### config.mk
export PLATFORM = sky130hd
export DESIGN_NAME = shftmult_seq
export DESIGN_NICKNAME = d
export VERILOG_FILES = /design/src/rtl/shftmult_seq.sv
export SDC_FILE = /design/constraint.sdc
export NUM_CORES = 1
export LEC_CHECK = 0
export BUFFER_PORTS_ARGS = -buffer_cell sky130_fd_sc_hd__buf_4
export CAP_MARGIN = 20
export CORE_AREA = 2 2 175 177
export CTS_CLUSTER_SIZE = 10
export DETAILED_ROUTE_END_ITERATION = 8
export DIE_AREA = 0 0 177 179
export GPL_TIMING_DRIVEN = 1
export PLACE_DENSITY = 0.78
export SLEW_MARGIN = 10
export SYNTH_ARGS = -nofsm -noshare
export SYNTH_HDL_FRONTEND = slang
export SYNTH_SLANG_ARGS = --single-unit
### constraint.sdc
create_clock -name clk -period 4.8 [get_ports clk]
set_input_delay 1.2 -clock clk [delete_from_list [all_inputs] [get_ports clk]]
set_output_delay 1.2 -clock clk [all_outputs]
set_load 0.1 [all_outputs]
### src/rtl/shftmult_seq.sv
// Sequential signed shift-add multiplier with start/ready handshake.
// Iterates once per cycle over the magnitude of the multiplier, then applies
// the sign and reports the low product word plus a signed-overflow flag.
module shftmult_seq #(
    parameter int unsigned WIDTH = 32
) (
    input  logic             clk,
    input  logic             rst,
    input  logic             ctrl,
    input  logic [WIDTH-1:0] A,
    input  logic [WIDTH-1:0] B,
    output logic [WIDTH-1:0] result,
    output logic             exception,
    output logic             ready,
    output logic             busy
);

    localparam int unsigned CW = $clog2(WIDTH);
    localparam int unsigned PW = 2 * WIDTH;

    typedef enum logic [1:0] {
        IDLE = 2'd0,
        RUN  = 2'd1,
        DONE = 2'd2
    } state_t;

    state_t           state, state_next;
    logic [CW-1:0]    ct, ct_next;
    logic [PW-1:0]    acc, acc_next;
    logic [PW-1:0]    mcand, mcand_next;
    logic [WIDTH-1:0] mplier, mplier_next;
    logic             neg, neg_next;
    logic [WIDTH-1:0] result_next;
    logic             exception_next;
    logic             ready_next;
    logic             busy_next;

    logic [WIDTH-1:0] a_mag_c;
    logic [WIDTH-1:0] b_mag_c;
    logic [PW-1:0]    acc_sum_c;
    logic [PW-1:0]    prod_c;
    logic [WIDTH:0]   prod_top_c;

    // Operand magnitudes; the most negative value maps onto itself as unsigned.
    assign a_mag_c = A[WIDTH-1] ? (~A + WIDTH'(1)) : A;
    assign b_mag_c = B[WIDTH-1] ? (~B + WIDTH'(1)) : B;

    // Accumulator after the current iteration and the signed final product.
    assign acc_sum_c  = mplier[0] ? (acc + mcand) : acc;
    assign prod_c     = neg ? (~acc_sum_c + PW'(1)) : acc_sum_c;
    assign prod_top_c = prod_c[PW-1:WIDTH-1];

    // State register and datapath registers.
    always_ff @(posedge clk or negedge rst) begin
        if (!rst) begin
            state     <= IDLE;
            ct        <= '0;
            acc       <= '0;
            mcand     <= '0;
            mplier    <= '0;
            neg       <= 1'b0;
            result    <= '0;
            exception <= 1'b0;
            ready     <= 1'b0;
            busy      <= 1'b0;
        end else begin
            state     <= state_next;
            ct        <= ct_next;
            acc       <= acc_next;
            mcand     <= mcand_next;
            mplier    <= mplier_next;
            neg       <= neg_next;
            result    <= result_next;
            exception <= exception_next;
            ready     <= ready_next;
            busy      <= busy_next;
        end
    end

    // Next-state, iteration step and registered-output next values.
    always_comb begin
        state_next     = state;
        ct_next        = ct;
        acc_next       = acc;
        mcand_next     = mcand;
        mplier_next    = mplier;
        neg_next       = neg;
        result_next    = result;
        exception_next = exception;
        ready_next     = 1'b0;
        busy_next      = 1'b0;

        case (state)
            IDLE, DONE: begin
                if (ctrl) begin
                    state_next  = RUN;
                    ct_next     = '0;
                    acc_next    = '0;
                    mcand_next  = PW'(a_mag_c);
                    mplier_next = b_mag_c;
                    neg_next    = A[WIDTH-1] ^ B[WIDTH-1];
                    busy_next   = 1'b1;
                end else begin
                    state_next = IDLE;
                end
            end
            RUN: begin
                acc_next    = acc_sum_c;
                mcand_next  = mcand << 1;
                mplier_next = mplier >> 1;
                ct_next     = ct + CW'(1);
                if (ct == CW'(WIDTH - 1)) begin
                    state_next     = DONE;
                    result_next    = prod_c[WIDTH-1:0];
                    exception_next = ~((&prod_top_c) | ~(|prod_top_c));
                    ready_next     = 1'b1;
                end else begin
                    busy_next = 1'b1;
                end
            end
            default: begin
                state_next = IDLE;
            end
        endcase
    end

endmodule

==> impl_metrics.toml <==
[route]
firstDrtPassIters = 6
wire_per_inst_um = 22.2
dr.first_iter.drc_count = 2075
vias = 18513
viasPerCell = 6.51
ant_nets = 0
drt-total-wl_mm = 63.2
drc_errors = 0

[critical_path]
crit_start = "acc[19]"
cpPeakStageDelay_ns = 0.53
cp_slowest_cell = "or4_4"
r2r-end = "exception"
cp_cell_sequence = "ha_1 -> nand4_1 -> buf_4 -> nor4_4 -> a22oi_4 -> buf_4 -> a311oi_4 -> o31a_1 -> o31ai_2 -> a211o_1 -> or4_4 -> buf_4 -> nor4_4 -> buf_4 -> buf_4 -> a21oi_1 -> xnor2_1 -> and3_1 -> nand3_2 -> nor4_2 -> o31ai_1"
worstRegToRegCells = 21
cp.arrival_ns = 5.52
r2r_start = "acc[19]"
cp_max_fo = 6
cp.required_ns = 5.21
rrSetupSlack_ns = -0.31
crit_end = "exception"
start_kind = "register"
crit_top_cell = "buf_4"
critPathKind = "register to register"
cp-end-kind = "register"

[synth]
ys_ff_latch = 203
yosysSeqAreaShare_pct = 30.3
synth_warnings = 0
synth_ff_type = "dfrtp_1"
synth_edf_count = 0
synthCells = 2023
synth_cell_types = 108
ys_async_sr_fraction_pct = 100
synth_fp_nets = 2159
avgSynthCellArea_um2 = 8.28
syn_area_um2 = 16700

[layout]
antenna_cells = 0
final_layout_size_suffix_gt1_share_pct = 28.7
final_util_pct = 73.1
layout.nets = 2576
area_growth_pct = 31.1
fill_cells = 2331

[cts]
cts_tree = "yes"
clockBufferDepth = 3
clock-sinks = 203
clk_pin_slew_ns = 0.06
htree_levels = 1
cts_hold_buf = 0
clk_latency_ns = 0.55
cts.root.buffer_cell = "clkbuf_16"
cts_made_buffers = 26

[floorplanning]
fp.dieH_um = 179
placementRows = 64
core_area_um2 = 30000
dieArea_um2 = 31700
die_x_um = 177
start_util_pct = 55.8
ioPinCount = 102

[placed_design]
pre_cts_slack_ns = -0.518
port_buffers = 101
gp_congestion = 1.09
dpl.hpwl_mm = 48.2

[global_routing]
antenna_found_initial = 2
grt_start_max_net_pins = 97
grt_pass1_vias = 17440
grt_usage_pct = 38.8
grt_pass1_wl_mm = 96.1
grt_overflow = 0

[timing]
maxSlewHeadroom_pct = 36.2
rsz0062_at_grt = "true"
finalClockSkew_ns = 0.0130
drv_slew = 0
fmax_mhz = 196
setup_viol = 1
min_period_over_period_pct = 106
setup_ws_ns = -0.311
tightest_slew_ns = 0.957
hold_violations = 0
min_period_ns = 5.11

[hold_path]
hold_path.class = "register to register"

[run]
cap_violations = 0

[outcome]
violations = "setup timing"
status = "finished, violations left"
## layout make-up
| cell class | count | area, um^2 | area share (%) |
|---|---|---|---|
| multi-input cells | 1646 | 11400 | 52.0 |
| flip-flops and latches | 203 | 5090 | 23.2 |
| clock inverters | 4 | 50.0 | 0.228 |
| well taps | 396 | 495 | 2.26 |
| inverters | 37 | 139 | 0.633 |
| clock buffers | 33 | 738 | 3.36 |
| repair buffers | 526 | 4020 | 18.3 |
## flip-flops by register name, indices dropped and copies added (netlist names)
name,count
busy,1
ready,1
mplier,32
acc,64
result,32
exception,1
ct,5
neg,1
mcand,64
state,2
## repair_timing
item                       4_1_cts  5_1_grt
hold endpoints to repair         0        0
cloned                           0        0
buffers inserted                12       16
setup endpoints to repair        1        1
pin swaps                       24       34
gates resized for setup         46       59
## worst min path at each step
stage / startpoint / cells past startpoint / to / slack (ns)
finish: result[4] / 2 / result[4] / 0.48
global route: result[14] / 2 / result[14] / 0.50
CTS: mplier[31] / 2 / mplier[31] / 0.48
detailed placement: mplier[31] / 2 / mplier[31] / 0.47
global placement: result[28] / 2 / result[28] / 0.46
floorplan: mplier[31] / 2 / mplier[31] / 0.44
## cells in the mapped netlist (19+ instances only)
cell / number / area (um^2)
nand4_1: 55 / 344
nand2b_1: 24 / 150
a22o_1: 49 / 429
nor2_1: 107 / 402
a31oi_1: 22 / 138
nand2_1: 253 / 950
a21oi_1: 115 / 576
a22oi_1: 64 / 480
inv_1: 35 / 131
dfrtp_1: 203 / 5080
mux2i_1: 26 / 260
nand3_1: 28 / 140
o21ai_0: 240 / 1200
a21o_1: 19 / 143
xor2_1: 76 / 666
clkbuf_1: 79 / 297
ha_1: 68 / 851
buf_2: 24 / 120
o31ai_1: 33 / 248
nor4_1: 21 / 131
nor2b_1: 19 / 119
or3_1: 19 / 119
xnor2_1: 52 / 455
nor3_1: 36 / 180
## worst max-delay path: cells and delay by family (launching register included)
family | cells | cell delay, ns
simple gates | 7 | 1.87
compound gates | 7 | 1.20
buf+inv | 5 | 0.85
flops | 1 | 0.43
fa+ha+maj | 1 | 0.32
xor+xnor | 1 | 0.32
## cell families (layout without fill, tap and decap cells)
family,Yosys count,count (layout),share of synthesized area (%)
AND/OR/NAND/NOR,664,664,20.2
XOR/XNOR,128,128,6.70
buffers and inverters,174,600,4.86
adder cells (fa/ha/maj),69,69,5.20
AO/OA/AOI/OAI,753,753,30.7
multiplexers,32,32,1.98
flip-flops,203,203,30.3
## cell usage in the layout, fill, tap and decap left out, types with 9 or more instances in the layout
master	Yosys	layout
a21oi_1	115	108
nor2_1	107	103
o41ai_1	17	16
o21a_1	18	18
nand3_1	28	27
o21ai_0	240	233
clkbuf_16	0	27
a21o_1	19	19
o31a_1	11	11
or3_1	19	18
inv_1	35	34
xnor2_1	52	51
a21oi_2	6	11
nand2b_1	24	22
nand2_1	253	250
or2_2	13	13
o22ai_1	10	10
buf_4	8	517
ha_1	68	56
o21ai_1	17	23
dfrtp_1	203	199
nor4_1	21	12
a31oi_1	22	19
nand4_1	55	55
and3_1	12	12
or4_1	18	16
mux2i_1	26	26
nor2b_1	19	18
nor3_1	36	33
a22o_1	49	49
nor4_2	5	9
o31ai_1	33	29
a22oi_1	64	64
xor2_1	76	75
## per-stage QoR
stage / cell area, um^2 / TNS, ns / instances / hold WS (ns)
floorplan: 16700 / 0 / 2023 / 0.444
global placement: 20400 / -0.463 / 2780 / 0.455
detailed placement: 20400 / -0.518 / 2780 / 0.472
CTS: 21500 / -0.231 / 2829 / 0.485
global route: 21900 / -0.476 / 2845 / 0.501
finish: 21900 / -0.311 / 2845 / 0.479
## routing by layer
| layer | share of wire (%) | up-vias | global-route usage, % |
|---|---|---|---|
| li1 | - | 8468 | - |
| met5 | 0 | - | 0 |
| met1 | 43 | 8909 | 54.9 |
| met3 | 10 | 150 | 8.27 |
| met4 | 2.9 | 0 | 11.5 |
| met2 | 44 | 986 | 59.6 |
Power is left out: the tool's default activity adds up to more than one toggle a clock period on the data nets, which glitch-free logic cannot reach.
